<file path="src/rtl/union_random_generator_pkg.sv">
// rtl/union_random_generator_pkg.sv - default geometry and tap-array type for the union LFSR generator
package union_random_generator_pkg;

  localparam int DEFAULT_WIDTH = 8;
  localparam int DEFAULT_LFSR_NUM = 2;

  typedef logic [DEFAULT_LFSR_NUM-1:0][31:0] tap_array_t;

  localparam tap_array_t DEFAULT_MASK = {32'd3, 32'd4};

endpackage

</file>
<file path="src/rtl/union_random_generator_lfsr_cell.sv">
// rtl/union_random_generator_lfsr_cell.sv - one Fibonacci LFSR with seed load, zero guard and step enable
module lfsr_cell #(
  parameter int width_p = 8,
  parameter int tap_p   = 4
) (
  input  logic               clk,
  input  logic               rst_n,
  input  logic               load,
  input  logic               en,
  input  logic [width_p-1:0] seed,
  output logic [width_p-1:0] state,
  output logic [width_p-1:0] next
);

  assign next = {state[width_p-2:0], state[width_p-1] ^ state[tap_p]};

  // An all-zero state never leaves zero, so a zero seed is replaced by all-ones.
  always_ff @(posedge clk or negedge rst_n) begin
    if (!rst_n) begin
      state <= '0;
    end else if (load) begin
      state <= (seed == '0) ? '1 : seed;
    end else if (en) begin
      state <= next;
    end
  end

endmodule

</file>
<file path="src/rtl/union_random_generator.sv">
// rtl/union_random_generator.sv - 2*lfsr_num parallel LFSRs XOR-combined into one registered random word
module union_random_generator
  import union_random_generator_pkg::*;
#(
  parameter int width_p  = DEFAULT_WIDTH,
  parameter int lfsr_num = DEFAULT_LFSR_NUM,
  parameter logic [lfsr_num-1:0][31:0] mask_p = DEFAULT_MASK
) (
  input  logic                                clk_i,
  input  logic                                reset_i,
  input  logic [2*lfsr_num-1:0][width_p-1:0]  seed_i,
  input  logic                                v_i,
  output logic [width_p-1:0]                  random_o,
  output logic                                v_o
);

  localparam int N = 2 * lfsr_num;

  logic                        loaded;
  logic [N-1:0][width_p-1:0]   state;
  logic [N-1:0][width_p-1:0]   next;
  logic [width_p-1:0]          mix;

  if (lfsr_num < 1 || width_p < 2) begin : g_bad_geometry
    $error("union_random_generator: lfsr_num must be >= 1 and width_p >= 2");
  end

  for (genvar k = 0; k < lfsr_num; k++) begin : g_tap_check
    if (mask_p[k] >= 32'(width_p - 1)) begin : g_bad_tap
      $error("union_random_generator: tap index out of range");
    end
  end

  for (genvar j = 0; j < N; j++) begin : g_lfsr
    lfsr_cell #(
      .width_p (width_p),
      .tap_p   (int'(mask_p[j % lfsr_num]))
    ) u_cell (
      .clk   (clk_i),
      .rst_n (reset_i),
      .load  (!loaded),
      .en    (loaded && v_i),
      .seed  (seed_i[j]),
      .state (state[j]),
      .next  (next[j])
    );

    a_no_lockup: assert property (@(posedge clk_i) disable iff (!reset_i)
      loaded |-> (state[j] != '0));
  end

  always_comb begin
    mix = '0;
    for (int j = 0; j < N; j++) begin
      mix = mix ^ next[j];
    end
  end

  // The first edge after reset only loads seeds; requests are honoured from the next edge on.
  always_ff @(posedge clk_i or negedge reset_i) begin
    if (!reset_i) begin
      loaded   <= 1'b0;
      random_o <= '0;
      v_o      <= 1'b0;
    end else if (!loaded) begin
      loaded <= 1'b1;
      v_o    <= 1'b0;
    end else begin
      v_o <= v_i;
      if (v_i) begin
        random_o <= mix;
      end
    end
  end

endmodule

</file>
<file path="config.mk">
export PLATFORM = sky130hd
export DESIGN_NAME = union_random_generator
export DESIGN_NICKNAME = d
export VERILOG_FILES = /design/src/rtl/union_random_generator_pkg.sv /design/src/rtl/union_random_generator_lfsr_cell.sv /design/src/rtl/union_random_generator.sv
export SDC_FILE = /design/constraint.sdc
export NUM_CORES = 1
export LEC_CHECK = 0
export ABC_CLOCK_PERIOD_IN_PS = 1400
export BUFFER_PORTS_ARGS = -buffer_cell sky130_fd_sc_hd__buf_2
export CORE_MARGIN = 2
export CORE_UTILIZATION = 23
export CTS_CLUSTER_DIAMETER = 150
export CTS_CLUSTER_SIZE = 8
export DETAILED_ROUTE_END_ITERATION = 16
export RECOVER_POWER = 25
export SYNTH_ARGS = -nofsm -noshare
export SYNTH_HDL_FRONTEND = slang
export SYNTH_SLANG_ARGS = --single-unit
</file>
<file path="constraint.sdc">
create_clock -name clk_i -period 1.4 [get_ports clk_i]
set_clock_uncertainty 0.15 [all_clocks]
set_input_delay 0.07 -clock clk_i [delete_from_list [all_inputs] [get_ports clk_i]]
set_output_delay 0.07 -clock clk_i [all_outputs]
set_load 0.05 [all_outputs]
</file>
======== Yosys cells after proc, flatten, opt, wreduce, memory -nomap -nowiden ========
Index checks and enable logic that the tools add are counted.
cells by class
  equal/unequal tests ..................... 1
  multiplexer cells ....................... 13
  bitwise operators ....................... 7
  reduce and logical (&&, ||, !) cells .... 6
operators by type and width
  operator            count
  $mux 8              12
  $logic_not 8->1     4
  $xor 8x8->8         3
  $xor 1x1->1         4
  $ne 2x1->1 const B  1
  $reduce_and 2->1    1
  $logic_and 1x1->1   1
  $mux 1              1
storage, ports and cells
  register bits after elaboration ......... 42
  input port bits ......................... 35
  output and inout bits ................... 9
  logic and storage cells ................. 34

======== Longest topological paths before layout ========
Gate-level depths: netlist of run 1.
  word-level depth ........................ 4
  depth in mapped cells ................... 6
  depth with buffers taken out ............ 4

======== Hierarchy ========
A second synthesis of run 1 with hierarchy kept.
second synthesis, totals
  cells, all modules ...................... 272
  area total of the unflattened synthesis .. 2801.4 um^2
modules (own cells, without submodules)
  module                            instances  cells an instance  area an instance (um^2)
  lfsr_cell (g_lfsr[1].u_cell ...)  3          54                 544.3
  union_random_generator            1          55                 619.3
  lfsr_cell (g_lfsr[0].u_cell)      1          55                 549.3

======== Worst setup path before layout of run 1 ========
No wires, ideal clock.
  path type ............................... register to register
  from .................................... register g_lfsr[1].u_cell.state[3]
  to ...................................... register random_o[0]
  arrival ................................. 1.013 ns
  required time ........................... 1.127 ns
  setup slack ............................. 0.114 ns
  cell stages (with the launch flop) ...... 5
  period minus slack after synthesis ...... 1.286 ns
  cell sequence ........................... dfrtp_1 xnor2_1 xnor2_1 xnor2_1 a21oi_1
between the ends
  word-level cells in the longest chain between the ends .. 4
RTL lines
  what                       RTL line                                text
  start, declared            union_random_generator_lfsr_cell.sv:11  output logic [width_p-1:0] state,
  start signal, assigned     union_random_generator_lfsr_cell.sv:22  state <= (seed == '0) ? '1 : seed;
  start signal, assigned     union_random_generator_lfsr_cell.sv:24  state <= next;
  $xor 1x1->1                union_random_generator_lfsr_cell.sv:15  assign next = {state[width_p-2:0], state[width_p-1] ^ state[tap_p]};
  $xor 8x8->8 (3 in series)  union_random_generator.sv:55            mix = mix ^ next[j];
  end signal, assigned       union_random_generator.sv:71            random_o <= mix;
  end, declared              union_random_generator.sv:13            output logic [width_p-1:0] random_o,
No other way between the ends.
A chain may end at the register's enable or synchronous reset.

======== Worst setup path in the final report of run 1 ========
  from .................................... input seed_i[31] in the netlist's numbering
  to ...................................... register g_lfsr[3].u_cell.state[1]
between the ends
  word-level cells in the longest chain between the ends .. 3
RTL lines
  what                  RTL line                                text
  start, declared       union_random_generator.sv:11            input logic [2*lfsr_num-1:0][width_p-1:0] seed_i,
  $logic_not 8->1       union_random_generator_lfsr_cell.sv:22
  $mux 8                union_random_generator_lfsr_cell.sv:22
  $mux 8                union_random_generator_lfsr_cell.sv:21  end else if (load) begin
  end signal, assigned  union_random_generator_lfsr_cell.sv:22
  end signal, assigned  union_random_generator_lfsr_cell.sv:24
  end, declared         union_random_generator_lfsr_cell.sv:11
No other way between the ends.

==> reports/metrics.cfg, run 1 <==
[floorplanning]
start_util=0.236
rows=36
die_y_um=104
die_x_um=104
boundaryPins=44
coreArea_um2=9770
die_area_um2=10900

[synth]
synth_cells=222
ys_types=26
synth_compound_area_frac=0.125
ys_warn_count=0
yosysSeqAreaShare=0.455
synthAdderAreaFrac=0
synth_top_family_by_area=simple AND/OR/NAND/NOR gates
muxShareOfSynthArea=0.121
synth_xor_area_frac=0.114
yosys.area_share.simple=0.148
avgSynthCellArea_um2=10.4
synth-seq-cells=42
syn_nets=257
synth_area_um2=2310

[grt]
grt_pass1_vias=1905
antenna_found_initial=0
grt-ovfl-total=0
track_usage=0.102
grt_max_degree=43
grt_pass1_wl_um=8910

[power_and_ir_drop]
clkPwrFrac=0.251
power.density_nw_per_um2=1160
p_sw_frac=0.339
power_frac_comb=0.330
pwr-share-seq=0.419
p_int_mw=2.44
power_mw=3.69
leakagePower_nw=1.39
power.switching_mw=1.25
ir_drop_uv=560

[setup_path]
crit_arrival_ns=1.37
start_kind=primary input
required_ns=1.45
path_class=in -> reg
crit_path_max_fanout=5
cp-end-kind=flop

[timing]
report.final.slew_viol_count=0
fin_crit_ns=1.32
fmax_ghz=0.759
worstMarginPinSlew_ns=0.584
hold_viol=0
setup_viol=0
fin_crit_sh=0.941
relSlewSlack=0.611

[drt]
vias=1883
wire_per_inst_um=12.3
drt-vias-per-instance=4.32
antenna_left=0
drt-initial-drc-count=31
drt-total-wl_um=5380
route.detailed.drc=0
drt-pass1-iter-count=4

[layout]
antenna_cells=0
syn2layout_area_growth_pct=38.2
final_nets=337
drive_gt1_frac=0.254
final_util=0.327

[clock_tree]
cts.clk_slew.worst_paths_ns=0.08
clk_path_buf_depth=2
post_cts_buffers=0
cts-htree-levels=2
cts_buffers=5
clock_latency_ns=0.29
numClockSinks=42
cts_root_buf=clkbuf_8
cts_tree=built

[place]
place.detailed.hpwl_um=3920
portBuffers=43
place.gp.congestion=0.755

[outcome]
outcome=complete, no violations

[hold_path]
hold_class=in -> reg

[flow_run]
cap_violations=0

[worst paths after layout]
| check | start | endpoint | slack, ns | cells after the start |
|---|---|---|---|---|
| min in group asynchronous | reset_i | random_o[6] | 0.28 | 3 |
| min reg2reg | random_o[7] | random_o[7] | 0.38 | 2 |
| max in group asynchronous | reset_i | loaded | 0.40 | 3 |
| max reg2reg | g_lfsr[0].u_cell.state[7] | random_o[0] | 0.09 | 4 |
| min | v_i | g_lfsr[2].u_cell.state[5] | 0.1 | 3 |
| max | seed_i[31] | g_lfsr[3].u_cell.state[1] | 0.08 | 6 |
[Yosys cell counts]
cell,instances,area (um^2)
inv_1,2,7.51
a311oi_1,1,8.76
and2_1,1,6.26
o21ai_0,3,15.0
xnor2_1,30,263
nor2_8,2,40.0
clkbuf_1,4,15.0
mux2i_1,28,280
nor3b_2,1,12.5
or3_4,1,11.3
nand2_1,6,22.5
a21oi_1,29,145
o21ai_1,1,5.00
nor2_1,22,82.6
a22oi_1,10,75.1
buf_2,3,15.0
a211oi_1,4,30.0
or4_4,4,45.0
o31a_1,1,8.76
conb_1,1,3.75
nor3_4,1,16.3
dfrtp_1,42,1050
buf_4,6,45.0
and3b_1,1,8.76
nand3b_2,1,11.3
nor3_1,17,85.1
[layer usage]
layer / global-route usage / wire length (um) / vias up
met1: 0.125 / 2330 / 892
met3: 0.0282 / 210 / 4
li1: - / - / 943
met2: 0.178 / 2800 / 44
met4: 0.0232 / 46 / 0
met5: 0 / 0 / -
[worst max-delay path, stage by stage]
cell           delay, ns
dlygate4sd3_1       0.53
buf_2               0.12
nor2_1              0.13
and3b_1             0.23
nand2_2             0.11
a22oi_1             0.18
[registers in the layout, summed over array words and instances (netlist names)]
signal	count
g_lfsr.u_cell.state	32
random_o	8
loaded	1
v_o	1
[cell type report]
cell class                 instances  area [um^2]
multi-input combinational        165         1200
clock buffer                       5         68.8
fill                            1020         6580
inverter                           2         7.51
clock inverter                     3         40.0
sequential                        42         1050
timing repair buffer              86          658
tap                              133          166
[through the flow]
stage / TNS, ns / setup slack (ns) / instance area (um^2) / hold WS (ns) / cells
floorplan: 0 / 0.114 / 2310 / -0.376 / 222
global placement: 0 / 0.0693 / 2740 / -0.0863 / 395
detailed placement: 0 / 0.0419 / 2740 / -0.0872 / 395
CTS: 0 / 0.0565 / 3180 / 0.0988 / 436
global route: -0.0156 / -0.0108 / 3190 / 0.122 / 436
finish: 0 / 0.0830 / 3190 / 0.0969 / 436
[power groups by stage]
stage	sequential [mW]	clock, mW	combinational (mW)
6_report	1.55	0.927	1.22
5_1_grt	1.58	1.01	1.32
4_1_cts	1.55	0.957	1.22
3_5_place_dp	1.57	0	1.14
3_3_place_gp	1.57	0	1.13
2_1_floorplan	1.82	0	0.540
[repair_timing]
item                       CTS  global route
resized for setup            0             5
hold buffers                33             0
hold endpoints to repair    74             0
setup endpoints to repair    0            12
[cells by family (layout without fill, tap and decap cells)]
kind of cell | Yosys count | after routing
AND/OR/NAND/NOR | 57 | 57
flip-flops | 42 | 42
buffers and inverters | 15 | 96
multiplexers | 28 | 28
other | 1 | 1
XOR/XNOR | 30 | 30
AO/OA/AOI/OAI | 49 | 49
[layout by cell type, fill, tap and decap left out, types with 2 or more instances in the layout]
master         count
clkinv_2           2
a22oi_1            9
or4_4              4
dfrtp_1           41
xnor2_1           28
nand2_1            5
clkbuf_8           5
nor2_8             2
nor2_1            22
dlygate4sd3_1     33
mux2i_1           28
nor3_1            17
a211oi_1           4
o21ai_0            3
a21oi_1           29
inv_1              2
buf_4              6
buf_12             3
xnor2_2            2
buf_2             43
No activity file was read; power rests on OpenSTA's default activity.
==> inputs of run 2 (changes only) <==
Settings changed: ABC_CLOCK_PERIOD_IN_PS 1400 to 1300, CAP_MARGIN set to 25.
Clock period 1.4 ns to 1.3 ns, I/O delays scaled along.
==> reports/metrics.cfg, run 2 (synthesized netlist as in run 1, its figures left out) <==
[outcome]
outcome=complete, no violations

[power_and_ir_drop]
ir_drop_uv=468  ; -16%
p_int_mw=2.67  ; +9.4%
leakagePower_nw=1.45  ; +4.3%
power_frac_comb=0.337  ; +0.007
p_sw_frac=0.343  ; +0.00394
power_mw=4.06  ; +10%
clkPwrFrac=0.254  ; +0.003
pwr-share-seq=0.409  ; -0.010
power.density_nw_per_um2=1240  ; +7.0%
power.switching_mw=1.39  ; +11%

[floorplanning]
die_area_um2=10900  ; unchanged
start_util=0.236  ; unchanged
rows=36  ; unchanged
die_x_um=104  ; unchanged
boundaryPins=44  ; unchanged
die_y_um=104  ; unchanged
coreArea_um2=9770  ; unchanged

[hold_path]
min_from=seed_i[20]
whs_path_depth=4  ; +1
hold_class=in -> reg

[layout]
n_fill_cell=1012  ; -0.78%
drive_gt1_frac=0.293  ; +0.0385
largest_reg_flops=32  ; unchanged
syn2layout_area_growth_pct=42.3
final_common_cell=buf_2
final_nets=345  ; +2.4%
top_register=g_lfsr.u_cell.state
antenna_cells=0  ; unchanged
layout_common_cells=buf_2, dfrtp_1, dlygate4sd3_1
final_area_um2=3290  ; +2.9%
top_regs=g_lfsr.u_cell.state: 32 flops, random_o: 8 flops

[timing]
fin_crit_ns=1.27
worstMarginPinSlew_ns=0.552  ; -0.0321 ns
fmax_ghz=0.786
setup_viol=0  ; unchanged
rsz0062_at_grt=yes
fin_tns_setup_ns=0  ; unchanged
relSlewSlack=0.632  ; +0.0214
hold_viol=0  ; unchanged
report.final.slew_viol_count=0  ; unchanged
hold_ws_ns=0.0183  ; -0.0786 ns
fin_crit_sh=0.979

[clock_tree]
cts-htree-levels=2  ; unchanged
cts_buffers=5  ; unchanged
cts_tree=built
cts.clk_slew.worst_paths_ns=0.08  ; about the same
numClockSinks=42  ; unchanged
clk_path_buf_depth=2  ; unchanged
cts_root_buf=clkbuf_8
clock_latency_ns=0.30  ; about the same

[flow_run]
cap_violations=0  ; unchanged

[drt]
route.detailed.drc=0  ; unchanged
antenna_left=0  ; unchanged
drt-met1-wl_um=2400  ; +3.4%
drt-vias-per-instance=4.24  ; -1.7%
route.top_layer_used=met4
wire_per_inst_um=12.3  ; -0.14%
vias=1884  ; +0.053%
wl_met3_um=193  ; -8.1%
drt-initial-drc-count=59  ; +90%
drt-pass1-iter-count=4  ; unchanged
met2WireLength_um=2810  ; +0.54%
drt-total-wl_um=5470  ; +1.7%

[grt]
grt-ovfl-total=0  ; unchanged
antenna_found_initial=0  ; unchanged
grt_pass1_vias=1956  ; +2.7%
track_usage=0.106  ; +0.00409
grt_max_degree=34  ; -21%
grt_pass1_wl_um=9260  ; +4.0%

[place]
place.gp.congestion=0.753  ; -0.32%
place_area_um2=2810  ; +2.5%
portBuffers=43  ; unchanged
place.detailed.hpwl_um=3950  ; +0.80%

[setup_path]
reg2reg_from=g_lfsr[3].u_cell.state[7]
required_ns=1.33  ; -0.12 ns
startpoint=g_lfsr[3].u_cell.state[7]
cp-end-kind=flop
start_kind=flop
path_class=reg -> reg
crit_arrival_ns=1.30  ; -0.07 ns
r2r_cells=4  ; unchanged
crit_path_max_fanout=2  ; -3
r2r_setup_slack_ns=0.03  ; -0.06 ns

## run 2: changes by cell type in the layout (fill, tap and decap cells not counted), sizes merged
cell         delta
buf             +9
dlygate4sd3     -1
## run 2: final timing paths
kind	end
max in group asynchronous	g_lfsr[0].u_cell.state[4]
worst max register to register	random_o[0]
worst max-delay path	random_o[0]
min in group asynchronous	random_o[5]
worst min-delay path	g_lfsr[2].u_cell.state[4]
worst min register to register	random_o[6]
## run 2: through the flow
stage               setup WS (ns)  std cells  utilization
floorplan                  0.0139        222            -
CTS                       0.00698        444        0.332
global route              -0.0387        444        0.336
finish                     0.0275        444        0.336
global placement          -0.0205        404        0.288
detailed placement        -0.0347        404        0.288
## run 2: final cells by class
cell class	count	area, um^2	area share
clock inverters	3	40.0	0.0122
flip-flops and latches	42	1050	0.321
clock buffers	5	68.8	0.0209
repair buffers	94	718	0.219
well taps	133	166	0.0506
inverters	2	7.51	0.00228
multi-input cells	165	1230	0.374
## run 2: timing repair
item	4_1_cts	5_1_grt
resized for setup	2	9
hold endpoints to repair	73	0
endpoints found under the setup margin	8	12
hold buffers	32	0
pin swaps	0	3
gates cloned	0	0
setup buffers	0	0
## run 2: worst max-delay path, stage by stage (launching register included)
cell and delay [ns]:
dfrtp_1 0.42, xnor2_2 0.15, xnor2_1 0.21, xnor2_1 0.14, a21oi_1 0.08
## run 2: power groups by stage
stage	Sequential, mW	Combinational, mW	Clock, mW
after floorplan	1.96	0.582	0
after global placement	1.68	1.25	0
after detailed placement	1.69	1.27	0
after CTS	1.66	1.35	1.06
after global routing	1.70	1.48	1.11
final	1.66	1.37	1.03
## run 2: layer usage
layer | vias to the layer above | GRT usage
li1 | 961 | -
met1 | 882 | 0.128
met2 | 34 | 0.188
met3 | 7 | 0.0257
met4 | 0 | 0.0319
met5 | - | 0
